File: src/rtl/countdown_minsec_if.sv
// countdown_minsec_if: control/load/display bundle of the MM:SS countdown timer.
//   clear, load, start       : one-cycle command pulses from the operator side
//   ld_min2..ld_sec1 [3:0]   : BCD preset digits captured on load
//   min2..sec1 [6:0]         : active-low seven-segment digits, bit6..0 = g..a
//   running, done            : status flags (RUN state / DONE state)
// master drives the commands and presets; slave is the timer itself.
interface countdown_minsec_if;
    logic       clear;
    logic       load;
    logic       start;
    logic [3:0] ld_min2;
    logic [3:0] ld_min1;
    logic [3:0] ld_sec2;
    logic [3:0] ld_sec1;
    logic [6:0] min2;
    logic [6:0] min1;
    logic [6:0] sec2;
    logic [6:0] sec1;
    logic       running;
    logic       done;

    modport master (
        output clear, load, start, ld_min2, ld_min1, ld_sec2, ld_sec1,
        input  min2, min1, sec2, sec1, running, done
    );

    modport slave (
        input  clear, load, start, ld_min2, ld_min1, ld_sec2, ld_sec1,
        output min2, min1, sec2, sec1, running, done
    );
endinterface

File: src/rtl/countdown_minsec.sv
// countdown_minsec: programmable MM:SS countdown timer with seven-segment outputs.
//   clk    : system clock
//   rst_n  : asynchronous active-low reset
//   bus    : countdown_minsec_if.slave (commands, BCD presets, segments, status)
//   TICK_DIV : clk cycles per one-second tick (>= 2)
module countdown_minsec #(
    parameter int TICK_DIV = 50000000
) (
    input logic               clk,
    input logic               rst_n,
    countdown_minsec_if.slave bus
);
    localparam int PW = (TICK_DIV > 2) ? $clog2(TICK_DIV) : 1;
    localparam logic [PW-1:0] PRE_TOP = PW'(TICK_DIV - 1);

    typedef enum logic [1:0] {IDLE, RUN, PAUSE, DONE} state_t;

    state_t        state_q, state_d;
    logic [15:0]   time_q, time_d;
    logic [PW-1:0] pre_q, pre_d;
    logic [6:0]    min2_q, min1_q, sec2_q, sec1_q;
    logic          running_q, running_d;
    logic          done_q, done_d;

    logic          tick;
    logic          dec_zero;
    logic [15:0]   dec_time;
    logic [15:0]   ld_time;
    logic [3:0]    m2, m1, s2, s1;

    function automatic logic [6:0] seg7(input logic [3:0] d);
        case (d)
            4'd0:    return 7'b1000000;
            4'd1:    return 7'b1111001;
            4'd2:    return 7'b0100100;
            4'd3:    return 7'b0110000;
            4'd4:    return 7'b0011001;
            4'd5:    return 7'b0010010;
            4'd6:    return 7'b0000010;
            4'd7:    return 7'b1111000;
            4'd8:    return 7'b0000000;
            4'd9:    return 7'b0011000;
            default: return 7'b1111111;
        endcase
    endfunction

    function automatic logic [3:0] clamp(input logic [3:0] d, input logic [3:0] mx);
        return (d > mx) ? mx : d;
    endfunction

    assign {m2, m1, s2, s1} = time_q;

    // Borrow ripples only while every lower digit is already zero.
    assign dec_time = {
        (s1 != 4'd0 || s2 != 4'd0 || m1 != 4'd0) ? m2 : m2 - 4'd1,
        (s1 != 4'd0 || s2 != 4'd0) ? m1 : ((m1 == 4'd0) ? 4'd9 : m1 - 4'd1),
        (s1 != 4'd0) ? s2 : ((s2 == 4'd0) ? 4'd5 : s2 - 4'd1),
        (s1 == 4'd0) ? 4'd9 : s1 - 4'd1
    };
    assign dec_zero = (dec_time == 16'd0);

    assign ld_time = {
        clamp(bus.ld_min2, 4'd9),
        clamp(bus.ld_min1, 4'd9),
        clamp(bus.ld_sec2, 4'd5),
        clamp(bus.ld_sec1, 4'd9)
    };

    assign tick = (state_q == RUN) && (pre_q == PRE_TOP);

    always_comb begin
        state_d = state_q;
        time_d  = time_q;
        pre_d   = pre_q;
        if (bus.clear) begin
            state_d = IDLE;
            time_d  = '0;
            pre_d   = '0;
        end else begin
            case (state_q)
                IDLE: begin
                    if (bus.load) begin
                        time_d = ld_time;
                        pre_d  = '0;
                    end else if (bus.start && time_q != 16'd0) begin
                        state_d = RUN;
                        pre_d   = '0;
                    end
                end
                RUN: begin
                    // load is ignored here, and a coincident start is ignored too.
                    pre_d = tick ? '0 : pre_q + PW'(1);
                    if (tick) time_d = dec_time;
                    if (tick && dec_zero) state_d = DONE;
                    else if (bus.start && !bus.load) state_d = PAUSE;
                end
                PAUSE: begin
                    if (bus.load) begin
                        state_d = IDLE;
                        time_d  = ld_time;
                        pre_d   = '0;
                    end else if (bus.start) begin
                        state_d = RUN;
                    end
                end
                DONE: begin
                    if (bus.load) begin
                        state_d = IDLE;
                        time_d  = ld_time;
                        pre_d   = '0;
                    end
                end
            endcase
        end
        running_d = (state_d == RUN);
        done_d    = (state_d == DONE);
    end

    always_ff @(posedge clk or negedge rst_n) begin
        if (!rst_n) begin
            state_q   <= IDLE;
            time_q    <= '0;
            pre_q     <= '0;
            min2_q    <= 7'b1000000;
            min1_q    <= 7'b1000000;
            sec2_q    <= 7'b1000000;
            sec1_q    <= 7'b1000000;
            running_q <= 1'b0;
            done_q    <= 1'b0;
        end else begin
            state_q   <= state_d;
            time_q    <= time_d;
            pre_q     <= pre_d;
            min2_q    <= seg7(m2);
            min1_q    <= seg7(m1);
            sec2_q    <= seg7(s2);
            sec1_q    <= seg7(s1);
            running_q <= running_d;
            done_q    <= done_d;
        end
    end

    assign bus.min2    = min2_q;
    assign bus.min1    = min1_q;
    assign bus.sec2    = sec2_q;
    assign bus.sec1    = sec1_q;
    assign bus.running = running_q;
    assign bus.done    = done_q;
endmodule

File: src/flat_wrapper.sv
// flat-port wrapper written by rule: the top's interface ports become plain ports
module countdown_minsec_flat 
#(
    parameter int TICK_DIV = 50000000
)
  (clk, rst_n, bus_clear, bus_load, bus_start, bus_ld_min2, bus_ld_min1, bus_ld_sec2, bus_ld_sec1, bus_min2, bus_min1, bus_sec2, bus_sec1, bus_running, bus_done);
  countdown_minsec_if bus_i ();
  input logic clk;
  input logic rst_n;
  input wire logic [$bits(bus_i.clear)-1:0] bus_clear;
  input wire logic [$bits(bus_i.load)-1:0] bus_load;
  input wire logic [$bits(bus_i.start)-1:0] bus_start;
  input wire logic [$bits(bus_i.ld_min2)-1:0] bus_ld_min2;
  input wire logic [$bits(bus_i.ld_min1)-1:0] bus_ld_min1;
  input wire logic [$bits(bus_i.ld_sec2)-1:0] bus_ld_sec2;
  input wire logic [$bits(bus_i.ld_sec1)-1:0] bus_ld_sec1;
  output wire logic [$bits(bus_i.min2)-1:0] bus_min2;
  output wire logic [$bits(bus_i.min1)-1:0] bus_min1;
  output wire logic [$bits(bus_i.sec2)-1:0] bus_sec2;
  output wire logic [$bits(bus_i.sec1)-1:0] bus_sec1;
  output wire logic [$bits(bus_i.running)-1:0] bus_running;
  output wire logic [$bits(bus_i.done)-1:0] bus_done;
  assign bus_i.clear = bus_clear;
  assign bus_i.load = bus_load;
  assign bus_i.start = bus_start;
  assign bus_i.ld_min2 = bus_ld_min2;
  assign bus_i.ld_min1 = bus_ld_min1;
  assign bus_i.ld_sec2 = bus_ld_sec2;
  assign bus_i.ld_sec1 = bus_ld_sec1;
  assign bus_min2 = bus_i.min2;
  assign bus_min1 = bus_i.min1;
  assign bus_sec2 = bus_i.sec2;
  assign bus_sec1 = bus_i.sec1;
  assign bus_running = bus_i.running;
  assign bus_done = bus_i.done;
  countdown_minsec #(.TICK_DIV(TICK_DIV)) u_core (.clk(clk), .rst_n(rst_n), .bus(bus_i));
endmodule
File: config.mk
export PLATFORM = sky130hd
export DESIGN_NAME = countdown_minsec_flat
export DESIGN_NICKNAME = d
export VERILOG_FILES = /design/src/rtl/countdown_minsec_if.sv /design/src/rtl/countdown_minsec.sv /design/src/flat_wrapper.sv
export SDC_FILE = /design/constraint.sdc
export NUM_CORES = 1
export LEC_CHECK = 0
export ABC_AREA = 1
export BUFFER_PORTS_ARGS = -buffer_cell sky130_fd_sc_hd__buf_2
export CAP_MARGIN = 0
export CORE_MARGIN = 2
export CORE_UTILIZATION = 45
export DETAILED_ROUTE_END_ITERATION = 12
export PLACE_DENSITY_LB_ADDON = 0.12
export SETUP_SLACK_MARGIN = 0.15
export SLEW_MARGIN = 30
export SYNTH_ARGS = -nofsm -noshare
export SYNTH_HDL_FRONTEND = slang
export SYNTH_SLANG_ARGS = --single-unit
File: constraint.sdc
create_clock -name clk -period 1.9 [get_ports clk]
set_input_delay 0.19 -clock clk [delete_from_list [all_inputs] [get_ports clk]]
set_output_delay 0.19 -clock clk [all_outputs]
set_load 0.01 [all_outputs]
### After elaboration in Yosys (flattened, before gate mapping)

Memory sizes are Yosys's and may differ from the RTL's. A register that Yosys moved wholly into a read port is not among the register bits.
Index checks and enable logic that the tools add are counted.
W data, S select, Z words.

| storage, ports and cells | value |
|---|---|
| flip-flop bits (word level) | 46 |
| bits in latches | 0 |
| RAM bits | 0 |
| ROM bits | 448 |
| output and inout bits | 30 |
| memories kept | 4 |

Memories:

| memory | depth | width | rd ports | clocked after Yosys merged registers in | wr ports | line | text |
|---|---|---|---|---|---|---|---|
| (no name shown) | 16 | 7 | 1 | 1 | 0 | countdown_minsec.sv:32 | `case (d)` |
| (no name shown) | 16 | 7 | 1 | 1 | 0 | countdown_minsec.sv:32 |  |
| (no name shown) | 16 | 7 | 1 | 1 | 0 | countdown_minsec.sv:32 |  |
| (no name shown) | 16 | 7 | 1 | 1 | 0 | countdown_minsec.sv:32 |  |

| cells by class | value |
|---|---|
| add/sub/neg operators | 5 |
| $mul | 0 |
| divide/modulo/power cells | 0 |
| magnitude comparators | 4 |
| eq/ne operators | 10 |
| shifts and indexed selects | 0 |
| mux-type cells | 29 |
| bitwise logic cells | 0 |
| reduce and logical (&&, ||, !) cells | 24 |

Operator list:

| cell | number |
|---|---|
| $mux W26 | 5 |
| $pmux W26 S3 | 1 |
| $mux W16 | 3 |
| $mux W4 | 10 |
| $pmux W16 S2 | 1 |
| $add A26 B1 Y26 const B | 1 |
| $eq A26 B26 Y1 const B | 1 |
| $logic_not A16 Y1 | 1 |
| $mux W2 | 8 |
| $reduce_bool A16 Y1 | 1 |
| $sub A4 B1 Y4 const B | 4 |
| $gt A4 B4 Y1 const B | 3 |
| $logic_not A4 Y1 | 3 |
| $reduce_bool A4 Y1 | 3 |
| $pmux W2 S4 | 1 |
| $eq A2 B2 Y1 const B | 3 |
| $ne A3 B1 Y1 const B | 2 |
| $logic_not A1 Y1 | 5 |
| $eq A2 B1 Y1 const B | 2 |
| $gt A4 B3 Y1 const B | 1 |
| $logic_and A1 B1 Y1 | 4 |
| $ne A4 B3 Y1 const B | 1 |
| $reduce_and A2 Y1 | 2 |
| $ne A3 B2 Y1 const B | 1 |
| other kinds (4) | 5 |

### Longest topological paths before layout

Gate-level depths: netlist of run 1.

| logic depth | value |
|---|---|
| depth after elaboration | 10 |
| gate-level depth with buffers | 17 |
| gate-level depth less buffers | 17 |

### Worst setup path before layout of run 1

No wires, ideal clock.

| timing path | value |
|---|---|
| path kind | flip-flop to flip-flop |
| start point | register u_core.time_q[0] |
| end point | register u_core.pre_q[17] |
| data arrival time | 1.896 ns |
| data required time | 1.777 ns |
| setup slack | -0.119 ns |
| cell stages (with the launch flop) | 14 |
| buffers on the path | 2 |
| period minus slack after synthesis | 2.019 ns |
| cell sequence | dfrtp_1 -> inv_1 -> ha_1 -> nand2_4 -> inv_4 -> nand2_4 -> nor2_4 -> nand3_2 -> nand3_1 -> nand2_2 -> buf_6 -> buf_6 -> a21oi_1 -> nor3_1 |

| between the ends | value |
|---|---|
| cells in the longest elaborated chain, start to end | 4 |

RTL lines:

| item | line | text |
|---|---|---|
| start, declared | countdown_minsec.sv:19 | `logic [15:0] time_q, time_d;` |
| start signal, assigned | countdown_minsec.sv:132 | `time_q <= time_d;` |
| $reduce_bool A16 Y1 | countdown_minsec.sv:85 | `end else if (bus.start && time_q != 16'd0) begin` |
| $logic_and A1 B1 Y1 | countdown_minsec.sv:85 |  |
| $ne A4 B3 Y1 (no source line) | - |  |
| $reduce_and A2 Y1 (no source line) | - |  |
| end signal, assigned | countdown_minsec.sv:133 | `pre_q <= pre_d;` |
| end, declared | countdown_minsec.sv:20 | `logic [PW-1:0] pre_q, pre_d;` |

No other way between the ends.
A chain may end at the register's enable or synchronous reset.

### Worst setup path in the final report of run 1

| timing path | value |
|---|---|
| start point | register u_core.time_q[4] |
| end point | register u_core.pre_q[21] |

The elaborated chain is that of the path after synthesis.

==> results.json, run 1 <==
{
  "nFillCells": 863,
  "post-route-util_pct": 63.23,
  "fmax_ghz": 0.5074,
  "clk_pin_slew_ns": 0.08,
  "wl_met1_um": 5460,
  "slowest_stage": "dfrtp_1",
  "crit_required_ns": 2.15,
  "cts_tree": "yes",
  "synth_cells": 570,
  "synth_edf_count": 0,
  "wl_met2_um": 5575,
  "grt_pass1_wl_um": 19650,
  "cts_buffer_depth": 2,
  "crit_path_start_kind": "register",
  "ys_seq_elements": 74,
  "r2r-end": "u_core.pre_q[21]",
  "maxSlewViolCount": 0,
  "p_sw_share_pct": 35.21,
  "die_area_mm2": 0.01063,
  "start_util_pct": 45.87,
  "port_buffers": 50,
  "cts_sinks": 74,
  "syn-num-nets": 613,
  "endpoint": "u_core.pre_q[21]",
  "synth_largest_area_cell": "dfrtp_1",
  "r2r_start": "u_core.time_q[4]",
  "maxSlewHeadroom_pct": 63.31,
  "drc": 0,
  "pre_cts_slack_ns": -0.1027,
  "area_growth_pct": 37.83,
  "dp_hpwl_um": 8608,
  "dominantRegCellSynth": "dfrtp_1",
  "synth_area_per_cell_um2": 7.757,
  "critPathMaxFanout": 7,
  "synth_area_leaders": "dfrtp_1, nand2_1, ha_1, nor2_1, o21ai_0",
  "p_leak_uw": 0.002902,
  "vias_per_cell": 5.236,
  "crit_type": "reg -> reg",
  "path_cells": "inv_2, ha_4, inv_2, nor2_4, nand2_8, nor2_4, nand3_2, nand3_2, nand2_4, buf_6, nand3b_1, xor2_1, nor2_1",
  "final_hold_viol_count": 0,
  "routedWlPerCell_um": 13.79,
  "clk_latency_ns": 0.36,
  "synthesis.area_mm2": 0.004422,
  "timing.final.ws_setup_ns": -0.07072,
  "finalCritPeriodShare_pct": 103.7,
  "drive_above_1_share_pct": 35.71,
  "vias": 4435,
  "grt_usage_pct": 23.56,
  "die_w_um": 103.1,
  "diodes": 0,
  "multi_input_area_mm2": 0.002585,
  "tightest_slew_ns": 0.5454,
  "rows": 36,
  "routed.top_layer": "met4",
  "cp-startpoint": "u_core.time_q[4]",
  "power_density_mw_per_mm2": 819.4,
  "cts-root-buf": "clkbuf_8",
  "rsz0062_at_grt": "true",
  "drv_cap": 0,
  "worst_setup_path_end_kind": "register",
  "vdd_drop_max_mv": 0.5135,
  "power_frac_seq_pct": 37.7,
  "synth.distinct_cells": 43,
  "cpPeakStageDelay_ns": 0.42,
  "clkPwrFrac_pct": 24.7,
  "io_pins": 51,
  "met3_length_um": 410,
  "die_y_um": 103.1,
  "drt-pass1-iter-count": 5,
  "whs_ns": 0.1538,
  "cp.arrival_ns": 2.22,
  "antenna_found_initial": 0,
  "netlist.area_leader.share_pct": 39.62,
  "reg2reg_slack_ns": -0.07,
  "status": "finished, violations left",
  "grt_pass1_vias": 4240,
  "synth_warnings": 0,
  "cts_buffers": 9,
  "finalClockSkew_ns": 0.01209,
  "min_period_ns": 1.971,
  "routed_wl_um": 11680,
  "ant_nets": 0,
  "p_total_uw": 4994,
  "htree_levels": 3,
  "final_nets": 752,
  "switching_power_uw": 1758,
  "gp_congestion": 0.9015,
  "min_path_type": "in -> reg",
  "setup_viol": 7,
  "violations": "setup timing",
  "seq_area_mm2": 0.001857,
  "combPwrFrac_pct": 37.6,
  "drtIter0Drc": 202,
  "synthArstFlopShare_pct": 100.0,
  "p_int_uw": 3236,
  "grt_start_max_net_pins": 30,
  "grt-ovfl-total": 0,
  "seq_area_frac_synth_pct": 41.99,
  "core_mm2": 0.009639,
  "r2r_cells": 13
}
==> cells in the mapped netlist (all sizes together), types with 7 or more instances <==
cell type and number:
o21ai 48, nor3 14, buf 9, nand2 129, nor4 7, xor2 7
nand3 37, dfrtp 70, nand4 10, nor2 72, ha 22, inv 67
a21oi 34, o22ai 13
==> how the worst min path moves through the flow <==
stage                         endpoint            from  slack (ns)  cells after the start
floorplan              u_core.bus.done           rst_n       -0.11                      0
global placement    u_core.bus.sec2[2]           rst_n        0.14                      1
detailed placement  u_core.bus.sec2[1]           rst_n        0.15                      1
CTS                  u_core.state_q[1]       bus_clear        0.12                      2
global route          u_core.time_q[5]  bus_ld_sec2[1]        0.17                      3
finish                u_core.time_q[5]  bus_ld_sec2[1]        0.15                      3
==> power by group through the flow <==
stage | registers (uW) | clock network [uW] | logic, uW
global placement | 1910 | 0 | 1680
finish | 1890 | 1230 | 1880
detailed placement | 1910 | 0 | 1690
floorplan | 2020 | 0 | 890
global route | 1910 | 1340 | 2090
CTS | 1890 | 1270 | 1770
==> through the flow <==
stage                      TNS, ns  cell area, um2  std cells
final                      -0.2345            6095        847
after global routing        -3.724            6095        847
after CTS                  -0.2412            5822        834
after detailed placement   -0.7836            5390        810
after global placement    -0.08465            5390        810
after floorplan                  0            4508        570
==> repair_timing <==
action,CTS,global route
setup endpoints to repair,45,46
cloned,1,1
hold buffers,1,0
gates resized for setup,51,37
endpoints found under the hold margin,23,0
pin swaps,8,16
buffers inserted,6,12
==> cells by family (layout without fill, tap and decap cells) <==
| group | after synthesis | after routing | share of synthesized area (%) |
|---|---|---|---|
| buffers and inverters | 80 | 224 | 7.697 |
| xor gates and xnor gates | 7 | 7 | 1.387 |
| and+or+nand+nor | 274 | 274 | 28.27 |
| DFF | 74 | 74 | 41.99 |
| adders and majority gates | 22 | 22 | 6.225 |
| AOI/OAI and AO/OA | 113 | 113 | 14.43 |
==> worst max-delay path, delay by kind of cell (launching register included) <==
kind                       cells  cell delay [ns]
xor gates and xnor gates       1             0.17
adders and majority gates      1             0.16
buffers and inverters          3             0.32
DFF                            1             0.42
and+or+nand+nor                8             0.80
==> area by class of cell <==
type	count	share of cell area, %
timing repair buffer	141	16.83
multi-input combinational	416	42.41
inverter	67	4.373
sequential	74	30.47
clock buffer	10	2.094
clock inverter	6	1.088
tap	133	2.730
==> placed cells by master (no fill, tap or decap), types with 4 or more instances in the layout <==
cell / instances
dfstp_2: 4
o21ai_0: 43
nand2_4: 5
nor4_1: 5
inv_2: 12
nand2_2: 17
inv_1: 51
nor3_1: 10
a21oi_1: 30
ha_4: 5
nand3_1: 24
o21ai_1: 5
nand4_1: 10
nor3_2: 4
dfrtp_1: 70
ha_1: 17
nand2_1: 104
buf_4: 77
a21oi_2: 4
buf_6: 10
buf_2: 49
nor2_1: 53
nand3_2: 11
nor2_2: 10
o22ai_1: 11
clkbuf_8: 9
nor2_4: 8
xor2_1: 7
==> metal layers <==
metal / track usage (%) / up-vias
li1: - / 2195
met1: 32.02 / 2117
met2: 38.66 / 103
met3: 2.983 / 20
met4: 8.704 / 0
met5: 0 / -
==> flip-flops by register name, summed over array words and instances, names as in the netlist <==
register	count
u_core.bus.min2	7
u_core.time_q	16
u_core.bus.sec2	7
u_core.bus.done	1
u_core.state_q	2
u_core.pre_q	26
u_core.bus.sec1	7
u_core.bus.min1	7
u_core.bus.running	1
No activity file was read; power rests on OpenSTA's default activity.
==> run 2: changes to the inputs <==
CELL_PAD_IN_SITES_DETAIL_PLACEMENT = 2   (was unset)
CELL_PAD_IN_SITES_GLOBAL_PLACEMENT = 2   (was unset)
CORE_UTILIZATION = 31   (was 45)
SLEW_MARGIN = 20   (was 30)
==> run 2 against run 1 <==
  * The run still ends with setup timing left
  * Wire length grew 65%
  * Clock skew shrank 0.0047 ns
  * Cell area grew 8.3%
  * Critical path depth grew 2
  * Clock power grew 48%
  * Sequential share of layout area shrank 2.3 points
  * Hold slack gained 0.044 ns
  * Critical path type unchanged
  * Critical endpoint is now u_core.bus.running
  * Highest routed layer unchanged
==> results.json, run 2 (synthesized netlist as in run 1, its figures left out) <==
{
  "grt_usage_pct": 25.31,
  "drtIter0Drc": 131,
  "biggestRegsByFlops": "u_core.pre_q x26, u_core.time_q x16",
  "multi_input_area_mm2": 0.002630,
  "top_register": "u_core.pre_q",
  "setup-tns-final_ns": -3.596,
  "grt_pass1_vias": 5467,
  "post-route-util_pct": 47.54,
  "crit_required_ns": 2.15,
  "violations": "setup timing",
  "start_util_pct": 31.86,
  "maxSlewHeadroom_pct": 55.98,
  "dp.cells": 885,
  "place_area_mm2": 0.005662,
  "drc": 0,
  "crit_path_start_kind": "register",
  "finalClockSkew_ns": 0.007371,
  "final_nets": 789,
  "layout_commonest_cell": "buf_4",
  "cts_buffers": 9,
  "grt_pass1_wl_um": 29190,
  "status": "finished, violations left",
  "worst_setup_path_end_kind": "register",
  "cts_sinks": 74,
  "die_w_um": 123.4,
  "cts_tree": "yes",
  "routed_wl_um": 19260,
  "critPathMaxFanout": 4,
  "r2r_cells": 15,
  "cts_buffer_depth": 2,
  "timing.final.ws_setup_ns": -0.2394,
  "vias": 4816,
  "grt-ovfl-total": 0,
  "antenna_found_initial": 0,
  "die_area_mm2": 0.01524,
  "diodes": 0,
  "ant_nets": 0,
  "min_period_ns": 2.139,
  "vias_per_cell": 5.173,
  "drt-pass1-iter-count": 4,
  "dp_hpwl_um": 12630,
  "nFillCells": 1536,
  "largest_reg_flops": 26,
  "maxSlewViolCount": 0,
  "power_density_mw_per_mm2": 908.9,
  "hold_depth": 3,
  "clk_pin_slew_ns": 0.06,
  "rsz0062_at_grt": "true",
  "tightest_slew_ns": 0.6534,
  "grt_start_max_net_pins": 75,
  "final_area_mm2": 0.006599,
  "p_total_uw": 5998,
  "area_growth_pct": 49.24,
  "setup_viol": 31,
  "gp_congestion": 0.8328,
  "drive_above_1_share_pct": 39.95,
  "cp.arrival_ns": 2.38,
  "port_buffers": 50,
  "fmax_ghz": 0.4674,
  "min_path_type": "in -> reg",
  "vdd_drop_max_mv": 0.4514,
  "reg2reg_slack_ns": -0.24,
  "final_hold_viol_count": 0,
  "cts-root-buf": "clkbuf_16",
  "drv_cap": 0,
  "finalCritPeriodShare_pct": 112.6,
  "stdcell_count": 931,
  "io_pins": 51,
  "seq_area_mm2": 0.001857,
  "htree_levels": 3,
  "rows": 43,
  "core_mm2": 0.01388,
  "final_cell_mix": "buf_4, nand2_1, dfrtp_1, inv_1, nor2_1",
  "crit_type": "reg -> reg",
  "die_y_um": 123.4,
  "routedWlPerCell_um": 20.69,
  "clk_latency_ns": 0.35,
  "p_leak_uw": 0.003157
}
==> run 2: area by class of cell <==
| class | count | share of cell area [%] |
|---|---|---|
| repair buffers | 178 | 19.91 |
| well taps | 180 | 3.413 |
| flip-flops and latches | 74 | 28.14 |
| multi-input cells | 416 | 39.86 |
| inverters | 67 | 4.039 |
| clock buffers | 12 | 3.887 |
| clock inverters | 4 | 0.7584 |
==> run 2: per-layer routing <==
layer,share of wire [%],GRT usage [%]
met5,0,0
met4,2.4,9.943
met3,1.7,2.814
met2,55,46.91
met1,41,29.56
==> run 2: what timing repair did <==
item                                    in CTS  in global routing
pin swaps                                   19                 22
hold buffers                                 1                  0
endpoints found under the hold margin       70                  0
buffers inserted                            17                 11
gates resized for setup                     59                 37
gates cloned                                 1                  0
endpoints found under the setup margin      46                 46
==> run 2: worst paths after layout <==
kind                             startpoint            endpoint
max                        u_core.time_q[8]  u_core.bus.running
min                          bus_ld_sec2[1]    u_core.time_q[5]
max reg2reg                u_core.time_q[8]  u_core.bus.running
min reg2reg                u_core.pre_q[14]    u_core.pre_q[14]
max in group asynchronous             rst_n  u_core.bus.min2[6]
min in group asynchronous             rst_n    u_core.pre_q[14]
==> run 2: stage by stage <==
| stage | setup slack (ns) | hold slack (ns) |
|---|---|---|
| 2_1_floorplan | 0.06146 | -0.1056 |
| 3_3_place_gp | -0.1915 | 0.2506 |
| 3_5_place_dp | -0.3034 | 0.2574 |
| 4_1_cts | -0.1189 | 0.1823 |
| 5_1_grt | -0.3453 | 0.1968 |
| 6_report | -0.2394 | 0.1976 |
==> run 2: where the power goes <==
part           total (uW)  switching (uW)  leakage [uW]  internal (uW)
combinational        2270            1320       0.00204            956
sequential           1900            99.7      0.000975           1800
clock                1820             734      0.000145           1090
total                6000            2150       0.00316           3850
==> run 2: worst max-delay path, cell delays in order (launching register included) <==
cell and delay [ns]:
dfrtp_1 0.37, inv_2 0.07, ha_4 0.18, buf_4 0.16
nor2_2 0.12, a21oi_1 0.09, nand2_1 0.13, nand2_2 0.08
nor2_2 0.12, nand3_1 0.09, nor2_1 0.16, nand2_2 0.09
nand2_2 0.09, nand2_4 0.06, a21oi_4 0.17, nor2_2 0.04
